### config.mk
export PLATFORM = sky130hd
export DESIGN_NAME = l2_tcdm_64to32_split_flat
export DESIGN_NICKNAME = d
export VERILOG_FILES = /design/src/rtl/l2_split_pkg.sv /design/src/rtl/l2_tcdm_64to32_split_if.sv /design/src/rtl/l2_split_half.sv /design/src/rtl/l2_tcdm_64to32_split.sv /design/src/flat_wrapper.sv
export SDC_FILE = /design/constraint.sdc
export NUM_CORES = 1
export LEC_CHECK = 0
export CAP_MARGIN = 15
export CORE_ASPECT_RATIO = 0.75
export CORE_MARGIN = 5
export CORE_UTILIZATION = 35
export CTS_CLUSTER_SIZE = 16
export DETAILED_ROUTE_END_ITERATION = 8
export GPL_TIMING_DRIVEN = 0
export PLACE_DENSITY_LB_ADDON = 0.15
export SKIP_LAST_GASP = 1
export SLEW_MARGIN = 20
export SYNTH_ARGS = -nofsm -noshare
export SYNTH_HDL_FRONTEND = slang
export SYNTH_SLANG_ARGS = --single-unit
### constraint.sdc
create_clock -name clk_i -period 1.7 [get_ports clk_i]
set_clock_uncertainty 0.05 [all_clocks]
set_input_delay 0.34 -clock clk_i [delete_from_list [all_inputs] [get_ports clk_i]]
set_output_delay 0.34 -clock clk_i [all_outputs]
set_load 0.02 [all_outputs]
### src/rtl/l2_split_pkg.sv
// Shared types for the 64-to-32 bit L2 TCDM splitter: FSM states, half indices and the
// per-half request record.
package l2_split_pkg;

    typedef enum logic [1:0] {
        StIdle  = 2'd0,
        StIssue = 2'd1,
        StWait  = 2'd2,
        StResp  = 2'd3
    } state_e;

    localparam int unsigned LO = 0;
    localparam int unsigned HI = 1;

    // Widest address the half record can carry; the top slices it down to ADDR_WIDTH.
    localparam int unsigned MaxAddrWidth = 64;

    typedef struct packed {
        logic [MaxAddrWidth-1:0] addr;
        logic                    wen;
        logic [31:0]             wdata;
        logic [3:0]              be;
    } half_req_t;

endpackage

### src/rtl/l2_tcdm_64to32_split_if.sv
// Bus bundle for the splitter: 64-bit upstream port plus the two 32-bit TCDM ports.
// The slave modport is the splitter itself; master is the surrounding environment.
interface l2_tcdm_64to32_split_if #(
    parameter int unsigned ADDR_WIDTH = 32
);
    logic                       req_i;
    logic [ADDR_WIDTH-1:0]      add_i;
    logic                       wen_i;
    logic [63:0]                wdata_i;
    logic [7:0]                 be_i;
    logic                       gnt_o;
    logic                       r_valid_o;
    logic [63:0]                r_rdata_o;

    logic [1:0]                 tcdm_req_o;
    logic [1:0][ADDR_WIDTH-1:0] tcdm_add_o;
    logic [1:0]                 tcdm_wen_o;
    logic [1:0][31:0]           tcdm_wdata_o;
    logic [1:0][3:0]            tcdm_be_o;
    logic [1:0]                 tcdm_gnt_i;
    logic [1:0]                 tcdm_r_valid_i;
    logic [1:0][31:0]           tcdm_r_rdata_i;

    modport slave (
        input  req_i, add_i, wen_i, wdata_i, be_i,
        output gnt_o, r_valid_o, r_rdata_o,
        output tcdm_req_o, tcdm_add_o, tcdm_wen_o, tcdm_wdata_o, tcdm_be_o,
        input  tcdm_gnt_i, tcdm_r_valid_i, tcdm_r_rdata_i
    );

    modport master (
        output req_i, add_i, wen_i, wdata_i, be_i,
        input  gnt_o, r_valid_o, r_rdata_o,
        input  tcdm_req_o, tcdm_add_o, tcdm_wen_o, tcdm_wdata_o, tcdm_be_o,
        output tcdm_gnt_i, tcdm_r_valid_i, tcdm_r_rdata_i
    );

endinterface

### src/rtl/l2_split_half.sv
// One 32-bit half of a split transaction: holds the latched request, tracks grant and
// response completion, and captures the returned word.
module l2_split_half
    import l2_split_pkg::*;
(
    input  logic        clk_i,
    input  logic        rst_ni,
    input  logic        accept_i,
    input  logic        skip_i,
    input  logic        issue_en_i,
    input  logic        capture_en_i,
    input  half_req_t   half_i,
    input  logic        gnt_i,
    input  logic        r_valid_i,
    input  logic [31:0] r_rdata_i,
    output logic        req_o,
    output half_req_t   half_o,
    output logic        granted_o,
    output logic        done_o,
    output logic [31:0] rdata_o
);

    logic        granted_q;
    logic        done_q;
    logic [31:0] rdata_q;
    half_req_t   half_q;

    assign req_o     = issue_en_i & ~granted_q;
    // Look-ahead flags so the FSM can advance in the same cycle as the last grant/response.
    assign granted_o = granted_q | (req_o & gnt_i);
    assign done_o    = done_q | (capture_en_i & r_valid_i);
    assign half_o    = half_q;
    assign rdata_o   = rdata_q;

    always_ff @(posedge clk_i or negedge rst_ni) begin
        if (!rst_ni) begin
            granted_q <= 1'b0;
            done_q    <= 1'b0;
            rdata_q   <= '0;
            half_q    <= '0;
        end else if (accept_i) begin
            // A skipped half is complete before it starts and returns zero data.
            granted_q <= skip_i;
            done_q    <= skip_i;
            rdata_q   <= '0;
            half_q    <= half_i;
        end else begin
            granted_q <= granted_o;
            if (capture_en_i && r_valid_i) begin
                done_q  <= 1'b1;
                rdata_q <= r_rdata_i;
            end
        end
    end

endmodule

### src/rtl/l2_tcdm_64to32_split.sv
// Splits one 64-bit TCDM transaction into lo/hi 32-bit halves and merges the responses.
// Optional L2_SPLIT_BE_SKIP_EN: writes with an all-zero half byte-enable skip that half.
module l2_tcdm_64to32_split
    import l2_split_pkg::*;
#(
    parameter int unsigned ADDR_WIDTH = 32
) (
    input logic                    clk_i,
    input logic                    rst_ni,
    l2_tcdm_64to32_split_if.slave  bus
);

    state_e                state_q, state_d;
    logic                  accept;
    logic                  issue_en;
    logic                  capture_en;
    logic [1:0]            skip;
    logic [1:0]            granted;
    logic [1:0]            done;
    logic [1:0][31:0]      rdata;
    half_req_t [1:0]       half_in;
    half_req_t [1:0]       half_q;
    logic [ADDR_WIDTH-1:0] base_addr;

    assign accept     = bus.req_i & (state_q == StIdle || state_q == StResp);
    assign issue_en   = (state_q == StIssue);
    assign capture_en = issue_en | (state_q == StWait);

    assign bus.gnt_o     = accept;
    assign bus.r_valid_o = (state_q == StResp);
    assign bus.r_rdata_o = (state_q == StResp) ? {rdata[HI], rdata[LO]} : 64'h0;

`ifdef L2_SPLIT_BE_SKIP_EN
    assign skip[LO] = ~bus.wen_i & (bus.be_i[3:0] == 4'b0000);
    assign skip[HI] = ~bus.wen_i & (bus.be_i[7:4] == 4'b0000);
`else
    assign skip = 2'b00;
`endif

    assign base_addr = {bus.add_i[ADDR_WIDTH-1:3], 3'b000};

    always_comb begin
        half_in[LO].addr  = MaxAddrWidth'(base_addr);
        half_in[LO].wen   = bus.wen_i;
        half_in[LO].wdata = bus.wdata_i[31:0];
        half_in[LO].be    = bus.be_i[3:0];
        half_in[HI].addr  = MaxAddrWidth'(base_addr + ADDR_WIDTH'(4));
        half_in[HI].wen   = bus.wen_i;
        half_in[HI].wdata = bus.wdata_i[63:32];
        half_in[HI].be    = bus.be_i[7:4];
    end

    for (genvar h = 0; h < 2; h++) begin : g_half
        l2_split_half u_half (
            .clk_i        (clk_i),
            .rst_ni       (rst_ni),
            .accept_i     (accept),
            .skip_i       (skip[h]),
            .issue_en_i   (issue_en),
            .capture_en_i (capture_en),
            .half_i       (half_in[h]),
            .gnt_i        (bus.tcdm_gnt_i[h]),
            .r_valid_i    (bus.tcdm_r_valid_i[h]),
            .r_rdata_i    (bus.tcdm_r_rdata_i[h]),
            .req_o        (bus.tcdm_req_o[h]),
            .half_o       (half_q[h]),
            .granted_o    (granted[h]),
            .done_o       (done[h]),
            .rdata_o      (rdata[h])
        );

        assign bus.tcdm_add_o[h]   = half_q[h].addr[ADDR_WIDTH-1:0];
        assign bus.tcdm_wen_o[h]   = half_q[h].wen;
        assign bus.tcdm_wdata_o[h] = half_q[h].wdata;
        assign bus.tcdm_be_o[h]    = half_q[h].be;
    end

    always_comb begin
        state_d = state_q;
        case (state_q)
            StIdle:  if (accept) state_d = StIssue;
            StIssue: if (&granted) state_d = StWait;
            StWait:  if (&done) state_d = StResp;
            StResp:  state_d = accept ? StIssue : StIdle;
            default: state_d = StIdle;
        endcase
    end

    always_ff @(posedge clk_i or negedge rst_ni) begin
        if (!rst_ni) begin
            state_q <= StIdle;
        end else begin
            state_q <= state_d;
        end
    end

    // Byte-offset bits and the unused upper part of the wide half address.
    logic unused_bits;
    assign unused_bits = ^{bus.add_i[2:0], half_q[LO].addr, half_q[HI].addr};

endmodule

### src/flat_wrapper.sv
// flat-port wrapper written by rule: the top's interface ports become plain ports
module l2_tcdm_64to32_split_flat import l2_split_pkg::*;
#(
    parameter int unsigned ADDR_WIDTH = 32
)
  (clk_i, rst_ni, bus_req_i, bus_add_i, bus_wen_i, bus_wdata_i, bus_be_i, bus_gnt_o, bus_r_valid_o, bus_r_rdata_o, bus_tcdm_req_o, bus_tcdm_add_o, bus_tcdm_wen_o, bus_tcdm_wdata_o, bus_tcdm_be_o, bus_tcdm_gnt_i, bus_tcdm_r_valid_i, bus_tcdm_r_rdata_i);
  l2_tcdm_64to32_split_if #(.ADDR_WIDTH(ADDR_WIDTH)) bus_i ();
  input logic clk_i;
  input logic rst_ni;
  input wire logic [$bits(bus_i.req_i)-1:0] bus_req_i;
  input wire logic [$bits(bus_i.add_i)-1:0] bus_add_i;
  input wire logic [$bits(bus_i.wen_i)-1:0] bus_wen_i;
  input wire logic [$bits(bus_i.wdata_i)-1:0] bus_wdata_i;
  input wire logic [$bits(bus_i.be_i)-1:0] bus_be_i;
  output wire logic [$bits(bus_i.gnt_o)-1:0] bus_gnt_o;
  output wire logic [$bits(bus_i.r_valid_o)-1:0] bus_r_valid_o;
  output wire logic [$bits(bus_i.r_rdata_o)-1:0] bus_r_rdata_o;
  output wire logic [$bits(bus_i.tcdm_req_o)-1:0] bus_tcdm_req_o;
  output wire logic [$bits(bus_i.tcdm_add_o)-1:0] bus_tcdm_add_o;
  output wire logic [$bits(bus_i.tcdm_wen_o)-1:0] bus_tcdm_wen_o;
  output wire logic [$bits(bus_i.tcdm_wdata_o)-1:0] bus_tcdm_wdata_o;
  output wire logic [$bits(bus_i.tcdm_be_o)-1:0] bus_tcdm_be_o;
  input wire logic [$bits(bus_i.tcdm_gnt_i)-1:0] bus_tcdm_gnt_i;
  input wire logic [$bits(bus_i.tcdm_r_valid_i)-1:0] bus_tcdm_r_valid_i;
  input wire logic [$bits(bus_i.tcdm_r_rdata_i)-1:0] bus_tcdm_r_rdata_i;
  assign bus_i.req_i = bus_req_i;
  assign bus_i.add_i = bus_add_i;
  assign bus_i.wen_i = bus_wen_i;
  assign bus_i.wdata_i = bus_wdata_i;
  assign bus_i.be_i = bus_be_i;
  assign bus_gnt_o = bus_i.gnt_o;
  assign bus_r_valid_o = bus_i.r_valid_o;
  assign bus_r_rdata_o = bus_i.r_rdata_o;
  assign bus_tcdm_req_o = bus_i.tcdm_req_o;
  assign bus_tcdm_add_o = bus_i.tcdm_add_o;
  assign bus_tcdm_wen_o = bus_i.tcdm_wen_o;
  assign bus_tcdm_wdata_o = bus_i.tcdm_wdata_o;
  assign bus_tcdm_be_o = bus_i.tcdm_be_o;
  assign bus_i.tcdm_gnt_i = bus_tcdm_gnt_i;
  assign bus_i.tcdm_r_valid_i = bus_tcdm_r_valid_i;
  assign bus_i.tcdm_r_rdata_i = bus_tcdm_r_rdata_i;
  l2_tcdm_64to32_split #(.ADDR_WIDTH(ADDR_WIDTH)) u_core (.clk_i(clk_i), .rst_ni(rst_ni), .bus(bus_i));
endmodule
# After elaboration in Yosys (flattened, before gate mapping)
# Index checks and enable logic that the tools add are counted.
# word_totals
regBits	204
memories	0
inputBits	176
rom_bits	0
latchBits	0
wordCells	60
mem_bits_rw	0
# op_classes
bitwise_logic	14
n_reduce_logical	9
eq_ne	6
div_mod_pow	0
mux	16
n_shift	0
magnitude_cmp	0
mul	0
add_sub_neg	1
# op_table
op	n
2-to-1 mux 32 bit	4
2-to-1 mux 64 bit	1
adder 32 x 3 -> 32 bit (second input constant)	1
case mux 2 bit (4 select lines)	1
AND 1 bit	7
2-to-1 mux 1 bit	7
2-to-1 mux 2 bit	3
OR 1 bit	5
equality test 2 bit (second input constant)	2
inequality test 2 x 1 -> 1 bit (second input constant)	2
AND reduction 2 bit	2
nonzero test 2 bit	2
AND reduction 3 bit	1
equality test 2 x 1 -> 1 bit (second input constant)	1
logical AND 1 bit	2
logical NOT 2 bit	1
inequality test 2 bit (second input constant)	1
NOT 1 bit	2
logical OR 1 bit	1

# Longest topological paths before layout
# Gate-level depths: netlist of the first run.
# depth
word_depth	7
ltp_mapped	10
depth_no_buf	6

# By module
# A second synthesis of the first run with hierarchy kept.
# hier_totals
cells_unflattened	824
hier_area_um2	11457.2
# modules_own_cells
mod	cells_each	seq_area_each_um2	instances	area_per_inst_um2
l2_split_half	367	3378.2	2	5422.7
l2_tcdm_64to32_split	90	50.0	1	611.8

# Worst setup path after synthesis of the first run
# Ideal clock, no wire load.
# synth_timing
kind	register to output
startpoint	register u_core.state_q[0]
endpoint	output bus_gnt_o
path_stages_with_launch	8
arrival_ps	1496
setup_slack_ps	-186
path_cell_list	dfrtp_1 -> inv_1 -> ha_1 -> nand2b_1 -> buf_2 -> inv_2 -> buf_6 -> buf_2
# synth_between
elab_chain_len	3
elab_cells_between_ends	4
cone_classes	1 x eq/ne; 1 x bitwise; 2 x reduce/logical
# synth_lines
element	line_no	source
start, declared	l2_tcdm_64to32_split.sv:13	state_e state_q, state_d;
start signal, assigned	l2_tcdm_64to32_split.sv:91	state_q <= StIdle;
start signal, assigned	l2_tcdm_64to32_split.sv:93	state_q <= state_d;
equality test 2 bit or logical NOT 2 bit (tied branches)	l2_tcdm_64to32_split.sv:25	assign accept = bus.req_i & (state_q == StIdle || state_q == StResp);
logical OR 1 bit (*)	l2_tcdm_64to32_split.sv:25	
AND 1 bit (*)	l2_tcdm_64to32_split.sv:25	
end, declared	flat_wrapper.sv:15	output wire logic [$bits(bus_i.gnt_o)-1:0] bus_gnt_o;
# Mark *: on every way between the ends. The rest lies on a longest branch, timed or not.

# Worst setup path after layout of the first run
# layout_timing
startpoint	register u_core.state_q[1]
endpoint	output bus_r_rdata_o[18]
# layout_between
elab_chain_len	2
# layout_lines
element	line_no	source
equality test 2 bit	l2_tcdm_64to32_split.sv:31	assign bus.r_rdata_o = (state_q == StResp) ? {rdata[HI], rdata[LO]} : 64'h0;
2-to-1 mux 64 bit	l2_tcdm_64to32_split.sv:31	
end, declared	flat_wrapper.sv:17	output wire logic [$bits(bus_i.r_rdata_o)-1:0] bus_r_rdata_o;
# Every way passes these cells.

==> results of run 1 <==
sequential cells by signal, indices dropped and copies added, names as in the netlist:
register                        count
u_core.g_half.u_half.half_o       103
u_core.g_half.u_half.rdata_o       64
u_core.g_half.u_half.done_q         2
u_core.g_half.u_half.granted_q      2
u_core.state_q                      2
cell families after synthesis:
family | Yosys count
compound gates | 76
fa+ha+maj | 5
buf+inv | 86
flops | 173
mux | 1
other cells | 1
simple gates | 387
layer usage:
layer	up-vias	GRT usage	wire [µm]
met5	-	0	0
met4	0	0.05281	374
met3	28	0.07692	2192
met2	236	0.3619	13310
met1	3295	0.2670	10940
li1	3219	-	-
cells in the final DEF, fill, tap and decap left out, drive strengths merged:
master,Yosys,layout
a21o,1,1
a21oi,6,6
a22o,64,64
a31oi,2,2
and2,66,66
buf,66,200
bufinv,0,1
clkbuf,16,42
clkdlybuf4s15,0,24
clkdlybuf4s50,0,171
clkinv,0,6
clkinvlp,0,2
conb,1,5
dfrtp,173,173
dlygate4sd2,0,105
dlygate4sd3,0,1
ha,5,5
inv,4,7
mux2i,1,1
nand2,308,308
nand2b,2,2
nand3,1,1
nor2,8,8
nor2b,2,2
o21ai,1,1
o22ai,2,2
cell usage after synthesis, drive strengths merged:
library cell	n	share of area
a21o	1	0.0010
a21oi	6	0.0042
a22o	64	0.078
a31oi	2	0.0017
and2	66	0.057
buf	66	0.065
clkbuf	16	0.0083
conb	1	0.00052
dfrtp	173	0.60
ha	5	0.0087
inv	4	0.0021
mux2i	1	0.0014
nand2	308	0.16
nand2b	2	0.0017
nand3	1	0.00069
nor2	8	0.0068
nor2b	2	0.0017
o21ai	1	0.00069
o22ai	2	0.0017
critical path: cells and delay by family (launching register included):
family,cells,cell delay [ns]
and+or+nand+nor,1,0.14
buffers and inverters,3,0.48
DFF,1,0.45
adders and majority gates,1,0.23
worst min path at each step:
| stage | from | end | cells past startpoint |
|---|---|---|---|
| finish | bus_add_i[11] | u_core.g_half[0].u_half.half_o[48] | 3 |
| global route | bus_wdata_i[49] | u_core.g_half[1].u_half.half_o[21] | 3 |
| CTS | bus_add_i[11] | u_core.g_half[0].u_half.half_o[48] | 3 |
| detailed placement | rst_ni | u_core.g_half[0].u_half.rdata_o[9] | 1 |
| global placement | u_core.g_half[1].u_half.half_o[39] | u_core.g_half[1].u_half.half_o[39] | 1 |
| floorplan | rst_ni | u_core.g_half[0].u_half.done_q | 0 |
through the flow:
step | std cells | area, µm² | worst slack, ns | power (mW)
floorplan | 733 | 7264 | -0.004592 | 14.40
global placement | 1364 | 11320 | -7.216 | 20.24
detailed placement | 1365 | 11350 | -0.8727 | 20.44
CTS | 1445 | 13130 | -0.4727 | 26.88
global route | 1464 | 13700 | -0.4578 | 29.87
finish | 1464 | 13700 | -0.4050 | 28.21
report_power, final:
| group | leakage [nW] | internal (mW) | switching, mW |
|---|---|---|---|
| clock network | 0.275 | 2.10 | 1.80 |
| logic | 4.58 | 8.65 | 8.53 |
| registers | 2.17 | 6.02 | 1.12 |
area by class of cell:
type / instances / area share
plain buffers: 78 / 0.06166
inverters: 4 / 0.001462
clock buffers: 20 / 0.03261
repair buffers: 445 / 0.3360
multi-input cells: 474 / 0.2189
clock inverters: 12 / 0.009592
flip-flops and latches: 173 / 0.3163
well taps: 258 / 0.02357
timing repair:
| item | CTS | global route |
|---|---|---|
| pin swaps | 49 | 93 |
| hold buffers | 1 | 0 |
| gates resized for setup | 776 | 167 |
| setup buffers | 30 | 18 |
| endpoints found under the hold margin | 84 | 0 |
| setup endpoints to repair | 370 | 263 |
| gates cloned | 19 | 8 |
==> results.tsv, run 1 <==
stage	metric	value	unit
status	status	finished with violations	
status	failing checks	negative setup slack	
critical_path	CP max stage cell	dfrtp_2	
timing	Fin Setup TNS	-39.33	ns
clock_tree	CTS H-tree lvls	4	
logic_synthesis	main combinational cell family by area after synthesis	simple AND/OR/NAND/NOR gates	
grt	antenna violations before repair	0	
clock_tree	clock buffer depth	2	
logic_synthesis	Post-Syn Area	7223	µm²
critical_path	most frequent CP cell	clkbuf_16	
logic_synthesis	Synth Area in XOR/XNOR	0	
logic_synthesis	Warnings, synthesis	0	
timing	final setup violation count	228	
clock_tree	cts bufs inserted	17	
timing	crit share post-route	1.238	
final_layout	Nets	1374	
timing	slew of the pin with the lowest slew margin	0.6745	ns
timing	RSZ-0062 raised after global routing	true	
critical_path	CP Class	reg -> out	
final_layout	Multi-input gate area	2998	µm²
logic_synthesis	register area share after synthesis	0.5993	
placement	PortBufs	373	
critical_path	WP data arrival	1.71	ns
logic_synthesis	adder-cell share of the synthesized area	0.008661	
power	Pwr Density	2059	nW/µm²
clock_tree	insertion delay to the later sink of the worst-skew pair	0.43	ns
critical_path	max incr delay on CP	0.45	ns
timing	Hold WS	0.3841	ns
final_layout	# fillers	1634	
final_layout	utilization after layout	0.6757	
power	static leakage	7.023	nW
critical_path	R2R cell count	10	
critical_path	CP required	1.31	ns
final_layout	Seq. cell area	4332	µm²
logic_synthesis	Post-Synth Simple-Gate Area	0.2281	
timing	fin worst setup slack	-0.4050	ns
critical_path	RR Endpoint	u_core.g_half[0].u_half.rdata_o[20]	
critical_path	Worst R2R Setup Slack	-0.17	ns
die	Horiz. Die Dim	175.9	µm
die	Core Region	20270	µm²
timing	Final Hold Fails	0	
grt	vias in the first global route	6980	
run	max-capacitance violation count	0	
final_layout	n_diodes	0	
logic_synthesis	post-synthesis average cell area	9.908	µm²
critical_path	CP cell instances	ha_4, clkbuf_16, clkbuf_16, and2_4, buf_6	
route	1st-iter DRT viols	449	
route	Post-route DRC	0	
timing	final period demand of the worst path	2.105	ns
route	Total Wirelength	26820	µm
die	die height	134.4	µm
route	Final ANT Viol Nets	0	
die	standard-cell rows	45	
route	vias per cell	4.630	
timing	fin. max-slew vios	0	
route	DR WL/cell	18.32	µm
clock_tree	Clk pin slew, worst setup/hold paths	0.07	ns
grt	first-pass GRT wire length	39650	µm
placement	post-detail-place hpwl	18010	µm
min_path	HP Class	in -> reg	
placement	GP Congestion	0.8014	
grt	Tot GR Track Use	0.2154	
grt	largest net degree at the start of global routing	90	
clock_tree	CTS tree	done	
route	drt pass-1 iters	4	
timing	Rel. slew slack	0.5503	
die	Ports	382	
die	Die Footprint	23640	µm²
critical_path	endpoint class of the critical path	output pin	
critical_path	crit start category	flip-flop	
timing	Fmax	0.4751	GHz
logic_synthesis	post-synthesis mux area share	0.001386	
grt	gr ovfl total	0	
final_layout	layout cells sized above 1	0.3665	
critical_path	crit path to	bus_r_rdata_o[18]	
final_layout	P&R area growth vs syn	89.62	%
critical_path	reg-to-reg startpoint	u_core.state_q[0]	
logic_synthesis	Cells after Synth	729	
clock_tree	clk sinks	173	
die	Starting Density	0.3564	
critical_path	critical path peak fanout	6	
logic_synthesis	Netlist cell types	24	
critical_path	Critical Path Start	u_core.state_q[1]	
logic_synthesis	Synth Register Bits	173	
logic_synthesis	Synth Area in Compound Gates	0.08696	
power	Worst VDD drop	0.8702	mV
route	vias post-DR	6778	
clock_tree	CTS Root Cell	clkbuf_16	
Power figures use the tool's default switching activity.
==> run 2, diff against run 1 <==
--- a/config.mk
+++ b/config.mk
@@ -6,9 +6,11 @@
 export NUM_CORES = 1
 export LEC_CHECK = 0
 export CAP_MARGIN = 15
+export CELL_PAD_IN_SITES_DETAIL_PLACEMENT = 0
+export CELL_PAD_IN_SITES_GLOBAL_PLACEMENT = 1
 export CORE_ASPECT_RATIO = 0.75
 export CORE_MARGIN = 5
-export CORE_UTILIZATION = 35
+export CORE_UTILIZATION = 26
 export CTS_CLUSTER_SIZE = 16
 export DETAILED_ROUTE_END_ITERATION = 8
 export GPL_TIMING_DRIVEN = 0
==> run 2 against run 1 <==
Net effect:
- the run still ends with negative setup slack left
- register-to-register slack worse by 0.15 ns
- core utilization down 17 points
- global-route usage down 4.9 points
- final cell count up 5.5%
- total power down 1.5%
- first-iteration DRC count down 39%
- combinational power down 4%
- non-clock buffer count down 12
- critical path type unchanged
==> results.tsv, run 2 (synthesized netlist as in run 1, its figures left out) <==
stage	metric	value	unit
run	max-capacitance violation count	0	
route	Final ANT Viol Nets	0	
critical_path	max incr delay on CP	0.43	ns
critical_path	CP max stage cell	dfrtp_2	
die	Starting Density	0.2656	
timing	Hold WS	0.3598	ns
status	status	finished with violations	
timing	RSZ-0062 raised after global routing	true	
placement	pre-CTS setup slack	-0.9174	ns
critical_path	WP data arrival	1.71	ns
timing	fin worst setup slack	-0.4031	ns
clock_tree	clk sinks	173	
final_layout	Cell Count, Final, Fillers Out	1545	
clock_tree	CTS H-tree lvls	4	
final_layout	most common library cell in the layout ignoring fill and taps	nand2_1	
clock_tree	clock buffer depth	2	
critical_path	CP required	1.31	ns
clock_tree	cts bufs inserted	17	
grt	gr ovfl total	0	
min_path	HP Class	in -> async	
grt	antenna violations before repair	1	
route	Post-route DRC	0	
clock_tree	insertion delay to the later sink of the worst-skew pair	0.42	ns
critical_path	critical path peak fanout	4	
status	failing checks	negative setup slack	
final_layout	P&R area growth vs syn	89.73	%
placement	PortBufs	373	
power	total power	27.79	mW
timing	final period demand of the worst path	2.103	ns
timing	final setup violation count	230	
die	Horiz. Die Dim	202.5	µm
timing	Fin Setup TNS	-47.05	ns
critical_path	CP cell instances	inv_2, ha_4, nand2b_4, inv_4, buf_12, buf_8, buf_6	
route	1st-iter DRT viols	275	
critical_path	Top delay family on crit path	buffers and inverters	
clock_tree	CTS Root Cell	clkbuf_16	
clock_tree	CTS tree	done	
power	Worst VDD drop	0.8572	mV
grt	largest net degree at the start of global routing	64	
final_layout	n_diodes	0	
route	DR WL/cell	17.67	µm
route	vias post-DR	6531	
placement	GP Congestion	0.7299	
grt	vias in the first global route	6655	
grt	first-pass GRT wire length	40410	µm
power	static leakage	7.969	nW
placement	Placed Cells	1459	
route	drt pass-1 iters	4	
placement	post-detail-place hpwl	19090	µm
die	Core Region	27200	µm²
grt	Tot GR Track Use	0.1668	
critical_path	crit start category	flip-flop	
timing	Fmax	0.4755	GHz
route	Total Wirelength	27300	µm
critical_path	CP Buf/Inv Count	5	
die	die height	154.3	µm
critical_path	CP Class	reg -> out	
die	Ports	382	
critical_path	endpoint class of the critical path	output pin	
clock_tree	Clk pin slew, worst setup/hold paths	0.07	ns
power	Pwr Density	2027	nW/µm²
final_layout	Nets	1362	
timing	Final Hold Fails	0	
die	standard-cell rows	52	
timing	crit share post-route	1.237	
final_layout	max reg flops	103	
final_layout	layout cells sized above 1	0.2705	
final_layout	most frequent cells in the layout	nand2_1, clkdlybuf4s50_1, dfrtp_1, dlymetal6s2s_1, buf_6	
timing	fin. max-slew vios	0	
die	Die Footprint	31250	µm²
route	vias per cell	4.227	
==> run 2: metrics by stage <==
stage               cell area [µm²]    util
finish                        13700  0.5039
global route                  13700  0.5039
CTS                           12930  0.4756
global placement              11440  0.4205
floorplan                      7264       -
detailed placement            11500  0.4228
==> run 2: worst paths after layout <==
kind | start | slack [ns] | endpoint | depth (start not counted)
min in group clk_i | bus_add_i[30] | 0.38 | u_core.g_half[0].u_half.half_o[67] | 3
max in group asynchronous | rst_ni | 0.55 | u_core.g_half[0].u_half.half_o[17] | 3
hold / removal | rst_ni | 0.36 | u_core.g_half[0].u_half.rdata_o[13] | 2
setup reg to reg | u_core.state_q[1] | -0.32 | u_core.g_half[0].u_half.half_o[12] | 11
hold reg to reg | u_core.g_half[0].u_half.half_o[33] | 0.42 | u_core.g_half[0].u_half.half_o[33] | 2
setup / recovery | u_core.state_q[1] | -0.40 | bus_gnt_o | 7
==> run 2: per-layer routing <==
layer,track usage,vias to the layer above,part of all wire
met3,0.05631,25,0.062
li1,-,3189,-
met2,0.2710,186,0.48
met4,0.04814,2,0.016
met1,0.2135,3129,0.44
met5,0,-,0.00044
==> run 2: timing repair <==
item | 4_1_cts | 5_1_grt
hold buffers | 1 | 0
setup buffers | 28 | 10
pin swaps | 23 | 17
endpoints found under the hold margin | 51 | 0
resized for setup | 535 | 230
endpoints found under the setup margin | 370 | 368
cloned | 13 | 7
==> run 2: worst reg2reg max path, delay by kind of cell, from the launching register on <==
| family | cells | cell delay, ns |
|---|---|---|
| and+or+nand+nor | 3 | 0.24 |
| adders and majority gates | 1 | 0.27 |
| buffers and inverters | 7 | 0.92 |
| DFF | 1 | 0.43 |
==> run 2: layout make-up <==
class                           count  area (µm²)
Sequential cell                   173        4332
Clock buffer                       19       442.9
Buffer                             78       804.5
Clock inverter                     13       163.9
Multi-Input combinational cell    474        2603
Tap cell                          351       439.2
Fill cell                        2496       13490
Timing Repair Buffer              433        4902
Inverter                            4       17.52
==> run 2: power breakdown <==
| part | total, mW | internal [mW] | switching (mW) | leakage, nW |
|---|---|---|---|---|
| clock | 4.14 | 2.36 | 1.77 | 0.282 |
| sequential | 7.12 | 6.02 | 1.10 | 2.17 |
| combinational | 16.5 | 8.68 | 7.86 | 5.52 |
| total | 27.8 | 17.1 | 10.7 | 7.97 |
